## src/rtl/hash_light_feeder.sv

```systemverilog
// Byte-stream front end for the 32-bit lightweight hash core: packs bytes into padded
// 4-byte blocks, runs one core request per block, streams the digest back out.
// Optional WAIT watchdog with sticky error state: define HASH_TIMEOUT_EN.
module hash_light_feeder #(
  parameter logic [7:0] PAD_BYTE       = 8'h80,
  parameter int         TIMEOUT_CYCLES = 64,
  parameter int         CNT_W          = 16
) (
  input  logic             clk,
  input  logic             rst_n,
  input  logic             in_valid,
  output logic             in_ready,
  input  logic [7:0]       in_data,
  input  logic             in_last,
  output logic             out_valid,
  input  logic             out_ready,
  output logic [7:0]       out_data,
  output logic             out_last,
  output logic             core_start,
  output logic [7:0]       core_m [0:3],
  input  logic [7:0]       core_d [0:3],
  input  logic             core_done,
  output logic             busy,
  output logic [CNT_W-1:0] blk_count,
  output logic             timeout_err
);

  localparam logic [2:0] COLLECT = 3'd0;
  localparam logic [2:0] START   = 3'd1;
  localparam logic [2:0] WAIT    = 3'd2;
  localparam logic [2:0] EMIT    = 3'd3;
`ifdef HASH_TIMEOUT_EN
  localparam logic [2:0] ERR     = 3'd4;
  localparam int         TMO_W   = $clog2(TIMEOUT_CYCLES + 1);
  localparam logic [TMO_W-1:0] TMO_LAST = TMO_W'(TIMEOUT_CYCLES - 1);
`endif

  logic [2:0]       r_state;
  logic [1:0]       r_cnt;
  logic [1:0]       r_idx;
  logic             r_last;
  logic [7:0]       r_m   [0:3];
  logic [7:0]       r_dig [0:3];
  logic [CNT_W-1:0] r_blk;
`ifdef HASH_TIMEOUT_EN
  logic [TMO_W-1:0] r_tmo;
  logic             r_tmo_err;
`endif

  always_ff @(posedge clk or negedge rst_n) begin
    if (!rst_n) begin
      r_state <= COLLECT;
      r_cnt   <= 2'd0;
      r_idx   <= 2'd0;
      r_last  <= 1'b0;
      r_blk   <= '0;
      for (int k = 0; k < 4; k++) begin
        r_m[k]   <= 8'h00;
        r_dig[k] <= 8'h00;
      end
`ifdef HASH_TIMEOUT_EN
      r_tmo     <= '0;
      r_tmo_err <= 1'b0;
`endif
    end else begin
      case (r_state)
        COLLECT: begin
          if (in_valid) begin
            r_m[r_cnt] <= in_data;
            if (r_cnt == 2'd3 || in_last) begin
              r_state <= START;
              r_last  <= in_last;
              // Short final block: pad byte right after the data, zeros beyond.
              for (int j = 1; j < 4; j++)
                if (j > int'(r_cnt))
                  r_m[j] <= (j == int'(r_cnt) + 1) ? PAD_BYTE : 8'h00;
            end else begin
              r_cnt <= r_cnt + 2'd1;
            end
          end
        end
        START: begin
          r_state <= WAIT;
`ifdef HASH_TIMEOUT_EN
          r_tmo <= '0;
`endif
        end
        WAIT: begin
          if (core_done) begin
            for (int k = 0; k < 4; k++) r_dig[k] <= core_d[k];
            r_blk   <= r_blk + CNT_W'(1);
            r_idx   <= 2'd0;
            r_state <= EMIT;
          end
`ifdef HASH_TIMEOUT_EN
          else if (r_tmo == TMO_LAST) begin
            r_state   <= ERR;
            r_tmo_err <= 1'b1;
          end else begin
            r_tmo <= r_tmo + TMO_W'(1);
          end
`endif
        end
        EMIT: begin
          if (out_ready) begin
            r_idx <= r_idx + 2'd1;
            if (r_idx == 2'd3) begin
              r_cnt   <= 2'd0;
              r_last  <= 1'b0;
              r_state <= COLLECT;
            end
          end
        end
`ifdef HASH_TIMEOUT_EN
        ERR: r_state <= ERR;
`endif
        default: r_state <= COLLECT;
      endcase
    end
  end

  assign in_ready   = (r_state == COLLECT);
  assign core_start = (r_state == START);
  assign out_valid  = (r_state == EMIT);
  assign out_data   = out_valid ? r_dig[r_idx] : 8'h00;
  assign out_last   = out_valid && r_last && (r_idx == 2'd3);
  assign busy       = !((r_state == COLLECT) && (r_cnt == 2'd0));
  assign blk_count  = r_blk;
  assign core_m     = r_m;
`ifdef HASH_TIMEOUT_EN
  assign timeout_err = r_tmo_err;
`else
  assign timeout_err = 1'b0;
`endif

endmodule

```

## config.mk

```make
export PLATFORM = sky130hd
export DESIGN_NAME = hash_light_feeder
export DESIGN_NICKNAME = d
export VERILOG_FILES = /design/src/rtl/hash_light_feeder.sv
export SDC_FILE = /design/constraint.sdc
export NUM_CORES = 1
export LEC_CHECK = 0
export ABC_AREA = 1
export ABC_CLOCK_PERIOD_IN_PS = 1900
export CORE_MARGIN = 2
export CORE_UTILIZATION = 25
export DETAILED_ROUTE_END_ITERATION = 10
export PLACE_DENSITY = 0.47
export SYNTH_ARGS = -nofsm -noshare
export SYNTH_HDL_FRONTEND = slang
export SYNTH_SLANG_ARGS = --single-unit
```

## constraint.sdc

```tcl
create_clock -name clk -period 1.9 [get_ports clk]
set_clock_uncertainty 0.15 [all_clocks]
set_input_delay 0.19 -clock clk [delete_from_list [all_inputs] [get_ports clk]]
set_output_delay 0.19 -clock clk [all_outputs]
set_load 0.03 [all_outputs]
```

======== Word-level counts from Yosys, hierarchy flattened ========
Cells that the tools add are included.
storage, ports and cells
  flip-flop bits (word level) ............. 88
  bits in latches ......................... 0
  memory bits (writable) .................. 0
  memory bits (read-only) ................. 0
  input bits .............................. 46
  output and inout port bits .............. 62
  logic and storage cells ................. 88
  memories kept ........................... 0
operators by class
  add/subtract/negate cells ............... 4
  multipliers ............................. 0
  divide/modulo/power cells ............... 0
  $lt $le $gt $ge ......................... 6
  equal/unequal tests ..................... 14
  shift-type cells ........................ 0
  multiplexer cells ....................... 33
  bitwise logic cells ..................... 2
  reductions and logical operators ........ 16
operators with widths
  cell                     number
  $mux W8                  10
  $bwmux W32               1
  $eq A2 B32 Y1 const A    1
  $eq A3 B32 Y1 const A    1
  $mux W24                 1
  $add A16 B1 Y16 const B  1
  $bmux W8 S2              1
  $demux W8 S2             1
  $mux W3                  5
  $reduce_and A5 Y1        3
  $mux W2                  6
  $pmux W3 S4              1
  $pmux W2 S2              2
  $eq A3 B2 Y1 const B     2
  $ge A3 B3 Y1 const B     2
  $ne A2 B1 Y1 const B     3
  $ne A2 B2 Y1 const B     3
  $not A2 Y3               2
  $add A2 B1 Y2 const B    2
  $eq A2 B2 Y1 const B     2
  $gt A2 B2 Y1 const A     2
  $logic_and A1 B1 Y1      4
  $mux W1                  4
  $reduce_and A2 Y1        2
  12 further kinds         13

======== Depth between registers and ports, before layout ========
Gate-level depths: netlist of the first run.
  depth after elaboration ................. 8
  mapped depth ............................ 10
  mapped depth without buffers ............ 10

======== Worst setup path before layout of the first run ========
OpenSTA, ideal clock, no wires.
  kind .................................... register to register
  from .................................... register r_state[0]
  to ...................................... register r_m, in the netlist core_m[31]
  library setup time ...................... 0.125 ns
  data arrival time ....................... 1.645 ns
  slack ................................... -0.020 ns
  cell stages (with the launch flop) ...... 7
  buffers on the path ..................... 1
  clock period less this slack ............ 1.920 ns
  cells stage by stage .................... dfrtp_1 -> inv_1 -> ha_1 -> nand2_1 -> buf_2 -> nor2_1 -> mux2_2
on the way
  longest elaborated chain between the ends .. 2
RTL lines
  what                             line  RTL
  from (decl)                      38    logic [2:0] r_state;
  from (signal assigned)           52    r_state <= COLLECT;
  from (signal assigned)           71    r_state <= START;
  from (signal assigned)           83    r_state <= WAIT;
  $logic_not A3 Y1                 -
  named net in_ready               12    output logic in_ready,
  $reduce_and A2 Y1 (no line)      -
  to (signal, indexed assignment)  69    r_m[r_cnt] <= in_data;
  to (signal, indexed assignment)  76    r_m[j] <= (j == int'(r_cnt) + 1) ? PAD_BYTE : 8'h00;
  to (decl)                        42    logic [7:0] r_m [0:3];
The timed path passes the listed nets, and every way through them passes these cells.
A chain may end at the register's enable or synchronous reset.

======== Worst setup path after layout of the first run ========
  from .................................... register r_state[0]
  to ...................................... output port out_data[3]
on the way
  longest elaborated chain between the ends .. 2
RTL lines
  what          line  RTL
  $eq A3 B2 Y1  124   assign out_valid = (r_state == EMIT);
  $mux W8       125   assign out_data = out_valid ? r_dig[r_idx] : 8'h00;
  to (decl)     17    output logic [7:0] out_data,
No other way between the ends.

==> results by group, run 1 <==
Logic synthesis
  • Post-synthesis adder-cell area fraction: 0.0360
  • Synth warnings: 0
  • Post-synthesis simple-gate area fraction: 0.153
  • Primary FF master, synth: dfrtp_1
  • Post-Syn Nets: 498
  • Synth top area cells: dfrtp_1 (52%), mux2_2 (9.2%), o21ai_0 (6.8%)
  • Commonest cells in the netlist: dfrtp_1 (87), nand2_1 (66), o21ai_0 (57)
  • Ys async rst share: 1.00
  • Post-synth EDFFs: 0
  • Most frequent cell after synthesis: dfrtp_1
  • Synth Area per Inst: 9.48 um2
  • Mapped Area: 4170 um2
  • Multiplexer share of the synthesized area: 0.0918
  • Register area share after synthesis: 0.522
  • Flops & latches, synth: 87
  • Synth cell types: 30
  • Mapped Cells: 440
  • Top cell type by total area after synthesis: dfrtp_1
  • Share of the synthesized area in the top cell type: 0.522
  • Compound-Gate Fraction of Synth Area: 0.107
  • Largest family of logic cells by synthesized area: simple AND/OR/NAND/NOR gates
  • XOR/XNOR Fraction of Synth Area: 0.0231

Global route
  • GRT overflow: 0
  • Pin count of the biggest net entering global routing: 50
  • First-pass GRT wire length: 17,500 um
  • Initial antenna violation count: 0
  • Vias in the first global route: about 3,400
  • GR Util All Layers: 0.127

Critical path
  • Reg-to-reg startpoint: r_state[0]$_DFFE_PN0P_
  • CP max FO: 5
  • Buf+Inv Stages, Crit Path: 3
  • CP delay by family, top: buffers and inverters
  • R2R Path End: blk_count[11]$_DFFE_PN0P_
  • Critical Path RT: 1.56 ns
  • Worst reg2reg setup slack: around 0.09 ns
  • Critical Path End Type: output pin
  • Crit-path cells: buf_6 -> ha_4 -> clkinvlp_4 -> a21oi_2 -> buf_6
  • Slowest stage cell on the critical path: dfrtp_1
  • R2r worst-path depth: 7
  • Crit Path Class: register to output pin
  • Crit path DAT: 1.58 ns
  • Highest cell delay on the worst timing path: about 0.36 ns
  • Cell mode on critical path: buf_6
  • Startpoint Class: register

Route
  • Starting DRT DRC Count: around 120
  • Vias per cell: ~4.3
  • Vias: 3,377
  • Drt drc: 0
  • Routed len/inst: 14.1 um
  • Final ANT Viol Nets: 0
  • Drt pass-1 iters: 4
  • Routed wire length: 11,100 um

Placed design
  • IO Port Bufs: 106
  • Post-DP HPWL: around 8000 um
  • Placement Cell Area: approximately 5500 um2
  • RePlAce Congestion: between 0.7 and 0.8
  • Pre-CTS setup slack: 0.0615 ns

Power and ir drop
  • Leak: roughly 2.7 nW
  • Pwr/cell area: 1620 nW/um2
  • Internal: between 5 and 6 mW
  • Peak supply drop: about 0.0009 V
  • Switch share: 0.404
  • Comb pwr share: 0.493
  • Seq pwr share: 0.324
  • Switching pwr: ~3.9 mW
  • Clock Power Share: 0.183

Floorplanning
  • Row count: 47
  • Die Ht: 133 um
  • Initial Utilization: 0.253
  • Die Wd: 133 um
  • Die area: about 18,000 um2
  • Ports: ~110
  • Core Region: 16,500 um2

Final layout
  • Register area: about 2200 um2
  • Area Overhead vs Synth: 44.1%
  • Footprint of the multi-input gates: 1790 um2
  • Fillers: approximately 1,700
  • Design area: between 6000 and 7000 um2
  • Antenna cells: 0
  • Share of cells above drive strength 1: 0.203
  • Fin nets: between 600 and 700

STA
  • RSZ-0062 raised after global routing: true
  • Max Slew Vio Count: 0
  • Final Hold Viols: 0
  • Period utilisation layout: 1.01
  • Final Setup Violations: 5
  • Final worst slack: -0.0199 ns
  • Max Fclk: roughly 520 MHz
  • Crit path time final: around 1.9 ns

Clock network
  • CTS Buf Count: 9
  • CTS root buf: clkbuf_16
  • CTS sink count: between 80 and 90
  • H-tree depth: 3
  • TritonCTS clock tree: built
  • Clock transition at path regs: roughly 0.060 ns
  • CTS max path bufs: 2
  • Worst-skew pair later-pin latency: between 0.3 and 0.4 ns

Status
  • Violated checks: setup timing
  • Status: complete, but fails checks

Min path
  • Hold WC Path Type: input pin to async pin

Run
  • Maxcap violations: 0
## power groups by stage
stage | combinational (mW) | sequential [mW] | clock (mW)
3_5_place_dp | 4.56 | 3.17 | 0
2_1_floorplan | 2.16 | 3.79 | 0
4_1_cts | 4.64 | 3.15 | 1.84
6_report | 4.81 | 3.16 | 1.79
5_1_grt | 5.23 | 3.28 | 1.91
3_3_place_gp | 4.50 | 3.16 | 0
## cell usage in the layout (no fill, tap or decap), types with 2 or more instances in the layout
| master | netlist | routed |
|---|---|---|
| mux2_2 | 34 | 34 |
| dfrtp_1 | 87 | 84 |
| ha_4 | 0 | 2 |
| nand2_4 | 1 | 2 |
| clkinv_2 | 0 | 4 |
| clkbuf_8 | 0 | 2 |
| nand2_1 | 66 | 65 |
| nand3_1 | 6 | 6 |
| inv_1 | 44 | 42 |
| nand3b_1 | 2 | 2 |
| nand2_2 | 5 | 5 |
| o21ai_1 | 0 | 6 |
| nor2_2 | 3 | 4 |
| ha_1 | 12 | 10 |
| buf_12 | 0 | 3 |
| clkbuf_16 | 0 | 9 |
| clkdlybuf4s50_1 | 0 | 90 |
| xor2_1 | 9 | 9 |
| nor2_4 | 2 | 2 |
| clkinvlp_4 | 0 | 2 |
| o22ai_1 | 8 | 8 |
| buf_6 | 3 | 13 |
| o21ai_0 | 57 | 51 |
| a21oi_2 | 0 | 7 |
| buf_4 | 2 | 14 |
| dfrtp_2 | 0 | 3 |
| nor2_1 | 56 | 55 |
| nor3_1 | 2 | 2 |
| nand4_1 | 2 | 2 |
| a21oi_1 | 17 | 9 |
| dlymetal6s2s_1 | 0 | 2 |
| xnor2_1 | 2 | 2 |
| o21a_1 | 2 | 2 |
| nor3_2 | 2 | 2 |
## how the worst max path moves through the flow
stage | start | end | slack (ns) | cells past startpoint
floorplan | r_state[0]$_DFFE_PN0P_ | core_m[31]$_DFFE_PN0P_ | 0.12 | 6
global placement | in_valid | core_m[17]$_DFFE_PN0P_ | 0.15 | 6
detailed placement | r_state[1]$_DFFE_PN0P_ | core_m[19]$_DFFE_PN0P_ | 0.06 | 7
CTS | r_state[0]$_DFFE_PN0P_ | out_data[2] | -0.06 | 5
global route | r_state[0]$_DFFE_PN0P_ | out_data[1] | -0.12 | 5
finish | r_state[0]$_DFFE_PN0P_ | out_data[3] | -0.02 | 5
## area by class of cell
class,count,share of cell area
Tap cell,220,0.0458
Clock buffer,11,0.0421
Inverter,46,0.0304
Clock inverter,4,0.00750
Sequential cell,87,0.363
Multi-Input combinational cell,291,0.298
Timing Repair inverter,1,0.00125
Timing Repair Buffer,126,0.212
## metrics by stage
step	utilization	setup TNS [ns]	instances	hold WS [ns]	power [mW]
6_report	0.365	-0.0675	786	0.117	9.76
5_1_grt	0.365	-1.12	786	0.140	10.4
3_3_place_gp	0.336	0	765	-0.0631	7.67
2_1_floorplan	-	0	440	-0.256	5.95
4_1_cts	0.357	-0.263	783	0.119	9.64
3_5_place_dp	0.336	0	765	-0.0536	7.74
## sequential cells by signal (all words and copies together) (netlist names)
register   count
r_cnt          2
blk_count     16
r_state        2
r_idx          2
r_dig         32
core_m        32
r_last         1
## per-layer routing
| metal | up-vias | routed length (um) | track usage | part of all wire |
|---|---|---|---|---|
| met3 | 12 | 832 | 0.0468 | 0.075 |
| met5 | - | 0 | 0 | 0 |
| met2 | 97 | 5110 | 0.208 | 0.46 |
| li1 | 1678 | - | - | - |
| met1 | 1590 | 5000 | 0.157 | 0.45 |
| met4 | 0 | 155 | 0.0426 | 0.014 |
## cells by family after synthesis
group / after synthesis
and+or+nand+nor: 148
DFF: 87
AOI/OAI and AO/OA: 85
buffers and inverters: 62
muxes: 34
adders and majority gates: 12
xor gates and xnor gates: 11
other: 1
## timing repair
item / CTS / global route
hold endpoints to repair: 87 / 0
hold buffers: 1 / 0
endpoints found under the setup margin: 12 / 24
resized for setup: 13 / 40
setup buffers: 1 / 2
cloned: 1 / 1
pin swaps: 0 / 2
(Power assumes the default switching activity.)
==> run 2: changes to the inputs <==
--- a/config.mk
+++ b/config.mk
@@ -7,9 +7,9 @@
 export LEC_CHECK = 0
 export ABC_AREA = 1
-export ABC_CLOCK_PERIOD_IN_PS = 1900
-export CORE_MARGIN = 2
+export ABC_CLOCK_PERIOD_IN_PS = 1750
+export CORE_MARGIN = 5
 export CORE_UTILIZATION = 25
 export DETAILED_ROUTE_END_ITERATION = 10
-export PLACE_DENSITY = 0.47
+export PLACE_DENSITY = 0.48
 export SYNTH_ARGS = -nofsm -noshare
 export SYNTH_HDL_FRONTEND = slang
==> constraint.sdc (replaced) <==
create_clock -name clk -period 1.75 [get_ports clk]
set_clock_uncertainty 0.15 [all_clocks]
set_input_delay 0.525 -clock clk [delete_from_list [all_inputs] [get_ports clk]]
set_output_delay 0.525 -clock clk [all_outputs]
set_load 0.03 [all_outputs]
==> results by group, run 2 (same netlist as run 1, synthesis figures left out) <==
Clock network
  • CTS root buf: clkbuf_16
  • Clock transition at path regs: 0.07 ns (about the same)
  • H-tree depth: 3 (unchanged)
  • Worst-skew pair later-pin latency: 0.34 ns (about the same)
  • TritonCTS clock tree: built
  • CTS max path bufs: 2 (unchanged)
  • CTS sink count: 87 (unchanged)
  • Hold_buf cts: 0 (-1)
  • CTS Buf Count: 9 (unchanged)

Critical path
  • CP max FO: 8 (+3)
  • Crit Path Class: register to output pin
  • Worst reg2reg setup slack: -0.30 ns (-0.39 ns)
  • Critical Path End Type: output pin
  • Startpoint Class: register
  • Critical Path RT: 1.07 ns (-0.49 ns)
  • Crit path DAT: 1.55 ns (-0.03 ns)

Min path
  • Hold WC Path Type: input pin to async pin

Final layout
  • Footprint of the multi-input gates: 2540 um2 (+42%)
  • Area Overhead vs Synth: 81.1%
  • Fin nets: 675 (+8.9%)
  • Design area: 7550 um2 (+26%)
  • Register area: 2180 um2 (about the same)
  • Fin util: 0.459 (+0.0938)
  • Commonest non-fill, non-tap cell in the layout: dfrtp_1
  • Most frequent cells in the layout: dfrtp_1 (85), buf_4 (46), nand2_1 (44), clkdlybuf4s50_1 (44), inv_1 (37)
  • Share of cells above drive strength 1: 0.508 (+0.305)
  • Antenna cells: 0 (unchanged)
  • Final Instance Count excl. Fillers: 842 (+7.1%)
  • Fillers: 1,526 (-9.6%)

Floorplanning
  • Core Region: 16,500 um2 (unchanged)
  • Die Wd: 139 um (+4.5%)
  • Row count: 47 (unchanged)
  • Die area: 19,400 um2 (+9.2%)
  • Die Ht: 139 um (+4.5%)
  • Ports: 108 (unchanged)
  • Initial Utilization: 0.253 (unchanged)

Placed design
  • Post-DP HPWL: 8620 um (+6.3%)
  • Placed Instances: 787 (+2.9%)
  • IO Port Bufs: 106 (unchanged)
  • RePlAce Congestion: 0.807 (+3.2%)
  • Placement Cell Area: 5890 um2 (+6.4%)
  • Pre-CTS setup slack: -0.323 ns (-0.384 ns)

Route
  • Final ANT Viol Nets: 0 (unchanged)
  • Vias per cell: 4.45 (+3.5%)
  • Vias: 3,743 (+11%)
  • Routed len/inst: 15.4 um (+9.2%)
  • Routed wire length: 13,000 um (+17%)
  • Starting DRT DRC Count: 80 (-34%)
  • Drt pass-1 iters: 4 (unchanged)
  • Drt drc: 0 (unchanged)

STA
  • Max Slew Vio Count: 0 (unchanged)
  • Final Setup Violations: 99 (+94)
  • Period utilisation layout: 1.27
  • Final worst slack: -0.477 ns (-0.457 ns)
  • Max Fclk: approximately 450 MHz
  • Crit path time final: around 2.2 ns
  • Hold WS: 0.0738 ns (-0.0430 ns)
  • Final Hold Viols: 0 (unchanged)
  • RSZ-0062 raised after global routing: true

Global route
  • Pin count of the biggest net entering global routing: 88 (+76%)
  • Vias in the first global route: 3,819 (+13%)
  • GRT overflow: 0 (unchanged)
  • GR Util All Layers: 0.131 (+0.00384)
  • Initial antenna violation count: 2 (+2)
  • First-pass GRT wire length: 20,300 um (+16%)

Status
  • Violated checks: setup timing
  • Status: complete, but fails checks

Run
  • Maxcap violations: 0 (unchanged)

Power and ir drop
  • Leak: 3.42 nW (+26%)
  • Peak supply drop: 0.000765 V (-14%)
  • Pwr/cell area: 1790 nW/um2 (+10%)
[run 2: cell count changes in the layout (fill, tap and decap cells not counted), moves of 10 or more]
| cell | before | now |
|---|---|---|
| buf_12 | 3 | 20 |
| mux2_2 | 34 | 6 |
| nand2_2 | 5 | 15 |
| buf_6 | 13 | 36 |
| o21ai_1 | 6 | 23 |
| o21ai_2 | 0 | 24 |
| nor2_4 | 2 | 12 |
| clkdlybuf4s50_1 | 90 | 44 |
| clkdlybuf4s15_2 | 0 | 26 |
| buf_4 | 14 | 46 |
| nand2_1 | 65 | 44 |
| o21ai_0 | 51 | 5 |
| nor2_1 | 55 | 36 |
| mux2_4 | 0 | 28 |
[run 2: worst paths after layout]
path,startpoint,end,depth (start not counted)
min in group clk,core_m[4]$_DFFE_PN0P_,core_m[4]$_DFFE_PN0P_,2
setup / recovery,r_idx[0]$_DFFE_PN0P_,out_data[3],6
setup reg to reg,r_state[0]$_DFFE_PN0P_,r_dig[30]$_DFFE_PN0P_,10
hold reg to reg,core_m[4]$_DFFE_PN0P_,core_m[4]$_DFFE_PN0P_,2
max in group asynchronous,rst_n,r_idx[0]$_DFFE_PN0P_,2
hold / removal,rst_n,core_m[4]$_DFFE_PN0P_,2
[run 2: final cells by class]
type | count | area share
Tap cell | 220 | 0.0364
Clock buffer | 10 | 0.0316
Timing Repair Buffer | 180 | 0.271
Timing Repair inverter | 1 | 0.00149
Sequential cell | 87 | 0.289
Inverter | 46 | 0.0303
Multi-Input combinational cell | 292 | 0.336
Clock inverter | 6 | 0.00480
[run 2: repair_timing]
item,4_1_cts,5_1_grt
cloned,7,3
pin swaps,20,40
buffers inserted,19,21
setup endpoints to repair,90,95
gates resized for setup,220,137
[run 2: per-layer routing]
layer	share of wire	global-route usage
met1	0.43	0.170
met2	0.49	0.210
met3	0.063	0.0393
met4	0.016	0.0443
met5	0.0025	0
[run 2: report_power, final]
part | switching [mW] | leakage, nW | internal, mW | total [mW]
sequential | 0.740 | 1.06 | 2.88 | 3.62
combinational | 4.04 | 2.22 | 4.08 | 8.13
clock | 0.799 | 0.138 | 0.993 | 1.79
[run 2: metrics by stage]
| stage | power, mW | TNS (ns) |
|---|---|---|
| after global placement | 9.13 | -21.42 |
| after global routing | 14.4 | -30.90 |
| after detailed placement | 9.23 | -22.79 |
| after floorplan | 6.79 | 0 |
| final | 13.5 | -22.97 |
| after CTS | 12.4 | -15.16 |
[run 2: worst max-delay path, stage by stage, from the launching register on]
cell and delay (ns):
dfrtp_2 0.47, buf_12 0.18, clkinv_16 0.07, buf_4 0.14, o21ai_4 0.14, a21oi_4 0.07, buf_6 0.14
==> run 3: changes to the inputs <==
- CTS_CLUSTER_SIZE: unset -> 20
==> results of run 3 <==
Same layout as run 2: the final DEF is identical, and so are final timing and power.
